===== config.mk =====
export PLATFORM = sky130hd
export DESIGN_NAME = pp_pipeline_accel_stream_framer
export DESIGN_NICKNAME = d
export VERILOG_FILES = /design/src/rtl/pp_pipeline_accel_pkg.sv /design/src/rtl/pp_pipeline_accel_axis_skid.sv /design/src/rtl/pp_pipeline_accel_stream_framer.sv
export SDC_FILE = /design/constraint.sdc
export NUM_CORES = 1
export LEC_CHECK = 0
export CAP_MARGIN = 10
export CORE_UTILIZATION = 50
export DETAILED_ROUTE_END_ITERATION = 10
export DONT_BUFFER_PORTS = 1
export PLACE_DENSITY_LB_ADDON = 0.05
export SKIP_LAST_GASP = 1
export SYNTH_ARGS = -nofsm -noshare
export SYNTH_HDL_FRONTEND = slang
export SYNTH_HIERARCHICAL = 1
export SYNTH_SLANG_ARGS = --single-unit
export TNS_END_PERCENT = 20

===== constraint.sdc =====
create_clock -name ap_clk -period 6.7 [get_ports ap_clk]
set_input_delay 0 -clock ap_clk [delete_from_list [all_inputs] [get_ports ap_clk]]
set_output_delay 0 -clock ap_clk [all_outputs]
set_load 0.02 [all_outputs]

===== src/rtl/pp_pipeline_accel_pkg.sv =====
// Shared types and defaults for the preprocessing-pipeline stream framer.
// Holds the framer FSM states and the beat layout carried through the output slice.
package pp_pipeline_accel_pkg;

  localparam int DATA_W_DEF = 24;
  localparam int DIM_W_DEF  = 11;

  typedef enum logic [1:0] {
    IDLE = 2'd0,
    RUN  = 2'd1,
    HOLD = 2'd2
  } state_t;

  typedef struct packed {
    logic [DATA_W_DEF-1:0] data;
    logic                  user;
    logic                  last;
  } beat_t;

endpackage


===== src/rtl/pp_pipeline_accel_axis_skid.sv =====
// Two-entry AXI4-Stream register slice: registered outputs, one beat per cycle,
// and ready toward the producer that depends only on local occupancy.
module pp_pipeline_accel_axis_skid #(
  parameter int W = 26
) (
  input  logic         clk,
  input  logic         rst_n,
  input  logic [W-1:0] in_data,
  input  logic         in_valid,
  output logic         in_ready,
  output logic [W-1:0] out_data,
  output logic         out_valid,
  input  logic         out_ready,
  output logic         empty
);

  logic [W-1:0] mem [2];
  logic         wr_ptr;
  logic         rd_ptr;
  logic [1:0]   count;
  logic         push;
  logic         pop;

  assign in_ready  = (count != 2'd2);
  assign out_valid = (count != 2'd0);
  assign empty     = (count == 2'd0);
  assign out_data  = mem[rd_ptr];
  assign push      = in_valid & in_ready;
  assign pop       = out_valid & out_ready;

  // Entries are cleared on reset so sideband bits read as zero until the first beat.
  always_ff @(posedge clk or negedge rst_n) begin
    if (!rst_n) begin
      mem[0] <= '0;
      mem[1] <= '0;
      wr_ptr <= 1'b0;
      rd_ptr <= 1'b0;
      count  <= 2'd0;
    end else begin
      if (push) begin
        mem[wr_ptr] <= in_data;
        wr_ptr      <= ~wr_ptr;
      end
      if (pop) begin
        rd_ptr <= ~rd_ptr;
      end
      count <= count + {1'b0, push} - {1'b0, pop};
    end
  end

endmodule


===== src/rtl/pp_pipeline_accel_stream_framer.sv =====
// Frames a raw pixel stream into one image of height*width beats (TUSER on the first
// pixel, TLAST at each row end) and reports completion over an ap_ctrl_chain handshake.
module pp_pipeline_accel_stream_framer
  import pp_pipeline_accel_pkg::*;
#(
  parameter int DATA_W = DATA_W_DEF,
  parameter int DIM_W  = DIM_W_DEF
) (
  input  logic              ap_clk,
  input  logic              ap_rst_n,
  input  logic              ap_start,
  input  logic              ap_continue,
  output logic              ap_ready,
  output logic              ap_done,
  output logic              ap_idle,
  input  logic [31:0]       img_height,
  input  logic [31:0]       img_width,
  output logic              dim_err,
  input  logic [DATA_W-1:0] s_axis_tdata,
  input  logic              s_axis_tvalid,
  output logic              s_axis_tready,
  output logic [DATA_W-1:0] m_axis_tdata,
  output logic              m_axis_tvalid,
  input  logic              m_axis_tready,
  output logic              m_axis_tuser,
  output logic              m_axis_tlast
);

  localparam logic [31:0] DIM_MAX = (32'd1 << DIM_W) - 32'd1;

  state_t             state;
  state_t             next_state;
  logic [DIM_W-1:0]   h_lat;
  logic [DIM_W-1:0]   w_lat;
  logic [DIM_W-1:0]   row;
  logic [DIM_W-1:0]   col;
  logic               last_taken;
  logic               accept;
  logic               dims_zero;
  logic               dims_over;
  logic               beat;
  logic               col_end;
  logic               row_end;
  logic               first_px;
  logic               slice_in_ready;
  logic               slice_empty;
  logic [DATA_W+1:0]  slice_out;

  assign accept    = (state == IDLE) && ap_start;
  assign dims_zero = (img_height == 32'd0) || (img_width == 32'd0);
  assign dims_over = (img_height > DIM_MAX) || (img_width > DIM_MAX);
  assign col_end   = (col == w_lat - DIM_W'(1));
  assign row_end   = (row == h_lat - DIM_W'(1));
  assign first_px  = (row == '0) && (col == '0);
  assign beat      = s_axis_tvalid & s_axis_tready;

  always_ff @(posedge ap_clk or negedge ap_rst_n) begin
    if (!ap_rst_n) begin
      state <= IDLE;
    end else begin
      state <= next_state;
    end
  end

  // RUN ends only once the final beat has left the slice, so done never precedes data.
  always_comb begin
    next_state = state;
    case (state)
      IDLE: if (ap_start)                   next_state = (dims_zero || dims_over) ? HOLD : RUN;
      RUN:  if (last_taken && slice_empty)  next_state = HOLD;
      HOLD: if (ap_continue)                next_state = IDLE;
      default:                              next_state = IDLE;
    endcase
  end

  always_comb begin
    ap_ready      = accept;
    ap_idle       = (state == IDLE) && !ap_start;
    ap_done       = (state == HOLD);
    s_axis_tready = (state == RUN) && slice_in_ready && !last_taken;
  end

  // Dimensions are truncated to DIM_W bits once the full-width limit check has passed.
  always_ff @(posedge ap_clk or negedge ap_rst_n) begin
    if (!ap_rst_n) begin
      h_lat      <= '0;
      w_lat      <= '0;
      row        <= '0;
      col        <= '0;
      last_taken <= 1'b0;
      dim_err    <= 1'b0;
    end else if (accept) begin
      h_lat      <= img_height[DIM_W-1:0];
      w_lat      <= img_width[DIM_W-1:0];
      row        <= '0;
      col        <= '0;
      last_taken <= 1'b0;
      dim_err    <= dims_over;
    end else if (beat) begin
      if (col_end) begin
        col <= '0;
        row <= row + DIM_W'(1);
        if (row_end) begin
          last_taken <= 1'b1;
        end
      end else begin
        col <= col + DIM_W'(1);
      end
    end
  end

  pp_pipeline_accel_axis_skid #(
    .W (DATA_W + 2)
  ) u_skid (
    .clk       (ap_clk),
    .rst_n     (ap_rst_n),
    .in_data   ({s_axis_tdata, first_px, col_end}),
    .in_valid  (beat),
    .in_ready  (slice_in_ready),
    .out_data  (slice_out),
    .out_valid (m_axis_tvalid),
    .out_ready (m_axis_tready),
    .empty     (slice_empty)
  );

  assign m_axis_tdata = slice_out[DATA_W+1:2];
  assign m_axis_tuser = slice_out[1];
  assign m_axis_tlast = slice_out[0];

endmodule


==> flow_metrics.py, run 1 <==
metrics = {
    "sta": {
        "final_hold_viol_count": 0,
        "setup_tns_ns": 0,
        "finalWorstPathRequiredPeriod_ns": 3.58,
        "grt_setup_unrepaired": "false",
        "finalSetupViolCount": 0,
        "post-route-period-util": 0.534,
        "slew_violations": 0,
        "final.setup_skew_ns": 0.00697,
        "max_clock_freq_ghz": 0.280,
        "postLayoutSetupSlackWorst_ns": 3.12,
        "worst_slew_pin_slew_ns": 0.856,
        "max-slew-margin-rel": 0.429,
    },
    "global_route": {
        "grt_overflow_total": 0,
        "grt_antenna_before_repair": 0,
        "grt_start_max_net_pins": 105,
        "vias_in_the_first_global_route": 4344,
        "global_route_wire_length_before_repair_mm": 20.9,
        "globalRouteTotalUtil": 0.229,
    },
    "cts": {
        "insertion_delay_ns": 0.35,
        "htree_levels": 3,
        "postCtsHoldBufs": 56,
        "cts_repair_resize_count": 0,
        "cts.path.max_buffers": 2,
        "clock_tree_from_tritoncts": "yes",
        "postCtsSetupBuffers": 0,
        "root_buffer": "clkbuf_16",
        "worst_setup_hold_path_clk_slew_ns": 0.07,
        "cts_num_sinks": 104,
        "numCtsBuffers": 9,
    },
    "pwr": {
        "power.share.sequential": 0.472,
        "p_comb_frac": 0.143,
        "p_leak_nw": 3.01,
        "vdd_ir_drop_max_v": 0.000212,
        "pwr_density_cell_nw_per_um2": 221,
        "reported_net_switching_power_mw": 0.387,
        "sw_frac_of_total": 0.262,
        "intPower_mw": 1.09,
        "clock_share_of_power": 0.385,
    },
    "floorplanning": {
        "io_pins": 126,
        "die_height_um": 109,
        "fp.coreArea_sq_um": 11000,
        "area_enclosed_by_the_die_boundary_sq_um": 12000,
        "rows": 38,
        "effective_utilization_at_floorplan": 0.523,
        "die_width_um": 109,
    },
    "logic_synthesis": {
        "postSynthNetCount": 645,
        "synth_top_area_frac": 0.451,
        "postSynth.topFlopCell": "dfrtp_1",
        "most_numerous_cell_in_the_yosys_netlist": "dfrtp_1",
        "async_reset_ff_frac": 1.00,
        "yosysTopAreaCell": "dfrtp_1",
        "mappedNetlistArea_sq_um": 5770,
        "synth.cells.most_frequent": "dfrtp_1 (104), nand2_1 (76), mux2_4 (40), mux2_2 (39), nor2_1 (28)",
        "synth_seq_area_share": 0.451,
        "synth-seq-cells": 104,
        "synthDistinctLibCells": 56,
        "synth_area_leaders": "dfrtp_1 (45%), mux2_4 (10%), mux2_2 (7.6%)",
        "synth_instances": 543,
        "yosysWarningCount": 6,
        "syn-mean-instance-area_sq_um": 10.6,
        "number_of_enable_flip_flop_cells_after_synthesis": 0,
    },
    "detailed_routing": {
        "detail-route-antenna-nets": 0,
        "avgRoutedWirePerCell_um": 17.6,
        "post_drt_via_cell_ratio": 5.75,
        "drt_pass1_iterations": 4,
        "route.vias.total": 4206,
        "drc": 0,
        "detailedRoute.firstIterationViolations": 236,
        "drt_wl_total_mm": 12.9,
    },
    "placed_design": {
        "place_area_sq_um": 5800,
        "detailed_place_hpwl_mm": 8.59,
        "placement.io_buffers": 0,
        "dp_worst_setup_slack_ns": 3.17,
        "place.gp.congestion": 0.881,
    },
    "final_layout": {
        "area_growth_syn_to_layout_pct": 15.9,
        "nets": 691,
        "num_antenna_cells": 0,
        "design_area_sq_um": 6690,
        "post_route_cells_drive_above_1_share": 0.181,
    },
    "critical_path": {
        "worstSetupPathType": "flip-flop to flip-flop",
        "start_kind": "flip-flop",
        "worst-r2r-cell-count": 9,
        "critical_path_endpoint_category": "flip-flop",
        "timing.critical_path.from": "w_lat[0]",
        "worst_ep_required_time_ns": 6.98,
        "worst-path-max-fanout": 24,
        "critical_path.reg2reg.startpoint": "w_lat[0]",
        "crit_arrival_ns": 3.85,
    },
    "worst_hold_path": {
        "min_from": "img_height[1]",
        "min_path_type": "input pin to flip-flop",
        "timing.hold.worst_path_depth": 4,
    },
    "run": {
        "maximum_capacitance_violations": 0,
    },
    "outcome": {
        "outcome": "finished, final reports clean",
    },
}
## power by group through the flow
stage	registers [mW]	clock network [mW]	logic, mW
floorplan	0.698	0	0.144
global placement	0.709	0	0.166
detailed placement	0.710	0	0.168
CTS	0.698	0.584	0.212
global route	0.704	0.610	0.238
finish	0.698	0.569	0.211
## path summary, 6_finish.rpt
kind                       slack (ns)        endpoint
setup / recovery                 3.12          row[5]
hold / removal                   0.02        state[1]
setup reg to reg                 3.12          row[5]
hold reg to reg                  0.49   u_skid/wr_ptr
max in group asynchronous        6.05        w_lat[3]
min in group asynchronous        0.24  u_skid/mem[12]
## final cells by class
cell class              instances  area (sq um)
clock buffers                  10           239
clock inverters                 4          77.6
fillers                       928          4340
inverters                      21          78.8
multi-input cells             393          2910
flip-flops and latches        104          2600
well taps                     140           175
repair buffers                 60           608
## cell families (layout without fill, tap and decap cells)
kind of cell	count (synthesis)	in the layout	synth area share
AOI/OAI and AO/OA	66	66	0.0735
adders and majority gates	8	8	0.0173
DFF	104	104	0.451
and+or+nand+nor	206	206	0.181
xor gates and xnor gates	33	33	0.0501
muxes	80	80	0.182
buffers and inverters	46	95	0.0457
## placed cells by master, fill, tap and decap left out, types with 8 or more instances in the layout
master,synthesis,layout
a21oi_1,20,20
clkbuf_16,0,9
dfrtp_1,104,104
dlygate4sd3_1,0,55
ha_1,8,8
inv_1,19,19
mux2_2,39,39
mux2_4,40,40
nand2_1,76,76
nand3_1,18,18
nand4_1,8,8
nor2_1,28,28
nor3_1,14,14
nor4_1,20,20
o21ai_0,14,14
o31ai_1,11,11
or4_1,10,10
xnor2_1,17,17
xor2_1,16,16
## state kept, by name, summed over array words and instances (netlist names)
name and cells:
col 11, u_skid/count 2, h_lat 11, w_lat 11, u_skid/rd_ptr 1, last_taken 1, row 11, u_skid/mem 52
dim_err 1, state 2, u_skid/wr_ptr 1
## critical path, cell delays in order (launching register included)
cell and delay (ns):
dfrtp_1 0.44, inv_1 0.10, ha_1 0.29, nor4b_1 0.59, o211ai_1 0.15, a2111oi_0 0.42
a21oi_1 0.11, or4_4 0.70, or4_1 0.54, a21oi_1 0.16
## layer usage
| layer | up-vias | part of all wire | GRT usage |
|---|---|---|---|
| met5 | - | 0 | 0 |
| met4 | 0 | 0.012 | 0.0629 |
| met3 | 13 | 0.066 | 0.0616 |
| met2 | 137 | 0.48 | 0.395 |
| met1 | 2031 | 0.44 | 0.280 |
| li1 | 2025 | - | - |
## per-stage QoR
step	util	cells	power (mW)	hold WS [ns]
floorplan	-	543	0.841	-0.296
global placement	0.526	662	0.874	-0.293
detailed placement	0.526	662	0.879	-0.293
CTS	0.607	732	1.49	0.00159
global route	0.607	732	1.55	0.0422
finish	0.607	732	1.48	0.0189
No activity file was read; power rests on OpenSTA's default activity.
==> run 2: changes to the inputs <==
clock period = 3.7 ns   (was 6.7 ns; I/O delays follow)
==> run 2 against run 1 <==
  * Utilization grew 0.52 points
  * Combinational power grew 82%
  * Non-clock buffer count grew 3
  * Clock skew grew 0.0015 ns
  * Final cell count grew 0.68%
  * Cell area grew 0.86%
  * Register-to-register slack lost 2.7 ns
  * Routed wire length grew 1.0%
  * Die area is the same
  * Total power grew 87%
  * Clock-buffer cell count grew 1
  * Largest power group unchanged
==> flow_metrics.py, run 2 (same netlist as run 1, synthesis figures left out) <==
metrics = {
    "outcome": {
        "outcome": "finished, final reports clean",
    },
    "sta": {
        "postLayoutSetupSlackWorst_ns": 0.451,
        "setup_tns_ns": 0,
        "final_hold_viol_count": 0,
        "finalWorstPathRequiredPeriod_ns": 3.25,
        "worst_slew_pin_slew_ns": 0.877,
        "slew_violations": 0,
        "max-slew-margin-rel": 0.416,
        "grt_setup_unrepaired": "false",
        "max_clock_freq_ghz": 0.308,
        "post-route-period-util": 0.878,
        "finalSetupViolCount": 0,
        "final.setup_skew_ns": 0.00849,
        "timing.hold.ws_ns": 0.0144,
    },
    "floorplanning": {
        "area_enclosed_by_the_die_boundary_sq_um": 12000,
        "rows": 38,
        "effective_utilization_at_floorplan": 0.523,
        "die_width_um": 109,
        "die_height_um": 109,
        "fp.coreArea_sq_um": 11000,
        "io_pins": 126,
    },
    "cts": {
        "root_buffer": "clkbuf_16",
        "numCtsBuffers": 9,
        "htree_levels": 3,
        "clock_tree_from_tritoncts": "yes",
        "cts.path.max_buffers": 2,
        "cts_num_sinks": 104,
        "insertion_delay_ns": 0.35,
        "postCtsSetupBuffers": 0,
        "worst_setup_hold_path_clk_slew_ns": 0.07,
    },
    "critical_path": {
        "worst-path-max-fanout": 24,
        "timing.critical_path.slowest_cell_delay_ns": 0.69,
        "worst_path_dominant_cell_family": "simple AND/OR/NAND/NOR gates",
        "start_kind": "flip-flop",
        "critical_path.reg2reg.startpoint": "w_lat[0]",
        "crit_arrival_ns": 3.51,
        "cp_cell_sequence": "inv_1 > ha_1 > nor4b_2 > o211ai_1 > a2111oi_0 > a21oi_1 > or4_4 > or4_1 > a21oi_1",
        "critPathSlowestCell": "or4_4",
        "worstSetupPathType": "flip-flop to flip-flop",
        "worst-r2r-cell-count": 9,
        "critical_path.most_common_cell": "a21oi_1",
        "critical_path_endpoint_category": "flip-flop",
        "worstReg2RegEnd": "row[3]",
        "buffers_inverters_on_critical_path": 1,
        "worst_ep_required_time_ns": 3.96,
        "reg2reg_slack_ns": 0.45,
    },
    "worst_hold_path": {
        "min_path_type": "input pin to flip-flop",
        "min_from": "img_height[9]",
        "hold_path_end": "state[1]",
        "timing.hold.worst_path_depth": 4,
    },
    "placed_design": {
        "placement.io_buffers": 0,
        "place.gp.congestion": 0.877,
        "place_area_sq_um": 5820,
        "dp_worst_setup_slack_ns": 0.333,
        "placed_cells_incl_taps": 665,
        "detailed_place_hpwl_mm": 8.70,
    },
    "detailed_routing": {
        "drt_wl_total_mm": 13.0,
        "post_drt_via_cell_ratio": 5.73,
        "detail-route-antenna-nets": 0,
        "drt_pass1_iterations": 4,
        "avgRoutedWirePerCell_um": 17.6,
        "detailedRoute.firstIterationViolations": 281,
        "route.vias.total": 4226,
        "drc": 0,
    },
    "pwr": {
        "vdd_ir_drop_max_v": 0.000409,
        "pwr_density_cell_nw_per_um2": 409,
        "p_leak_nw": 3.04,
        "design_power_total_mw": 2.76,
    },
    "global_route": {
        "global_route_wire_length_before_repair_mm": 21.2,
        "gr-usage-met3": 0.0646,
        "globalRouteTotalUtil": 0.232,
        "grt_antenna_before_repair": 0,
        "grt_util_met1": 0.285,
        "grt_overflow_total": 0,
        "grt_start_max_net_pins": 105,
        "gr-usage-met2": 0.394,
        "vias_in_the_first_global_route": 4358,
        "busiest_layer": "met2",
    },
    "final_layout": {
        "design_area_sq_um": 6750,
        "largest_reg_flops": 52,
        "post_route_cells_drive_above_1_share": 0.186,
        "num_antenna_cells": 0,
        "layoutNonFillerInstCount": 737,
        "area_growth_syn_to_layout_pct": 16.9,
        "top_library_cells_by_usage_in_the_layout_fill_and_taps_aside": "dfrtp_1 (104), nand2_1 (76), dlygate4sd3_1 (55), mux2_4 (40), mux2_2 (39)",
        "final_util": 0.612,
        "largest_register": "u_skid/mem",
        "nets": 694,
        "leading_cell_type_in_the_layout_fill_and_taps_excluded": "dfrtp_1",
    },
    "run": {
        "maximum_capacitance_violations": 0,
    },
}
[run 2: changes by cell type in the layout (fill, tap and decap cells not counted)]
cell and delta:
buf_4 +3, bufinv_16 +1, clkbuf_1 +2, clkbuf_8 -1, clkinv_4 -1, inv_6 -1, inv_8 +2, nor4b_1 -1
nor4b_2 +1
[run 2: power by group]
part / internal (mW) / switching (mW)
sequential: 1.19 / 0.0760
clock: 0.672 / 0.436
combinational: 0.182 / 0.203
total: 2.04 / 0.715
[run 2: repair_timing]
action	in CTS	in global routing
hold endpoints to repair	179	0
hold buffers	56	0
gates resized for setup	0	1
endpoints found under the setup margin	0	1
[run 2: layout make-up]
| class | count | area [sq um] |
|---|---|---|
| sequential | 104 | 2600 |
| fill | 919 | 4280 |
| timing repair buffer | 63 | 631 |
| inverter | 21 | 78.8 |
| multi-input combinational | 393 | 2920 |
| clock inverter | 5 | 113 |
| clock buffer | 11 | 233 |
| tap | 140 | 175 |
[run 2: worst max path at each step]
stage	from	to	cells after the start
global route	w_lat[0]	row[3]	9
CTS	w_lat[0]	row[3]	9
global placement	w_lat[0]	row[7]	9
finish	w_lat[0]	row[3]	9
detailed placement	w_lat[0]	row[5]	9
floorplan	w_lat[0]	row[10]	10
[run 2: routing by layer]
metal,vias up,part of all wire
li1,2033,-
met1,2036,0.44
met2,145,0.48
met3,12,0.059
met4,0,0.016
met5,-,0
[run 2: tightest hold or removal path, cell delays in order]
cell and delay [ns]:
nor3_1 0.03, nand3_1 0.07, nand4_1 0.11, o21a_1 0.12
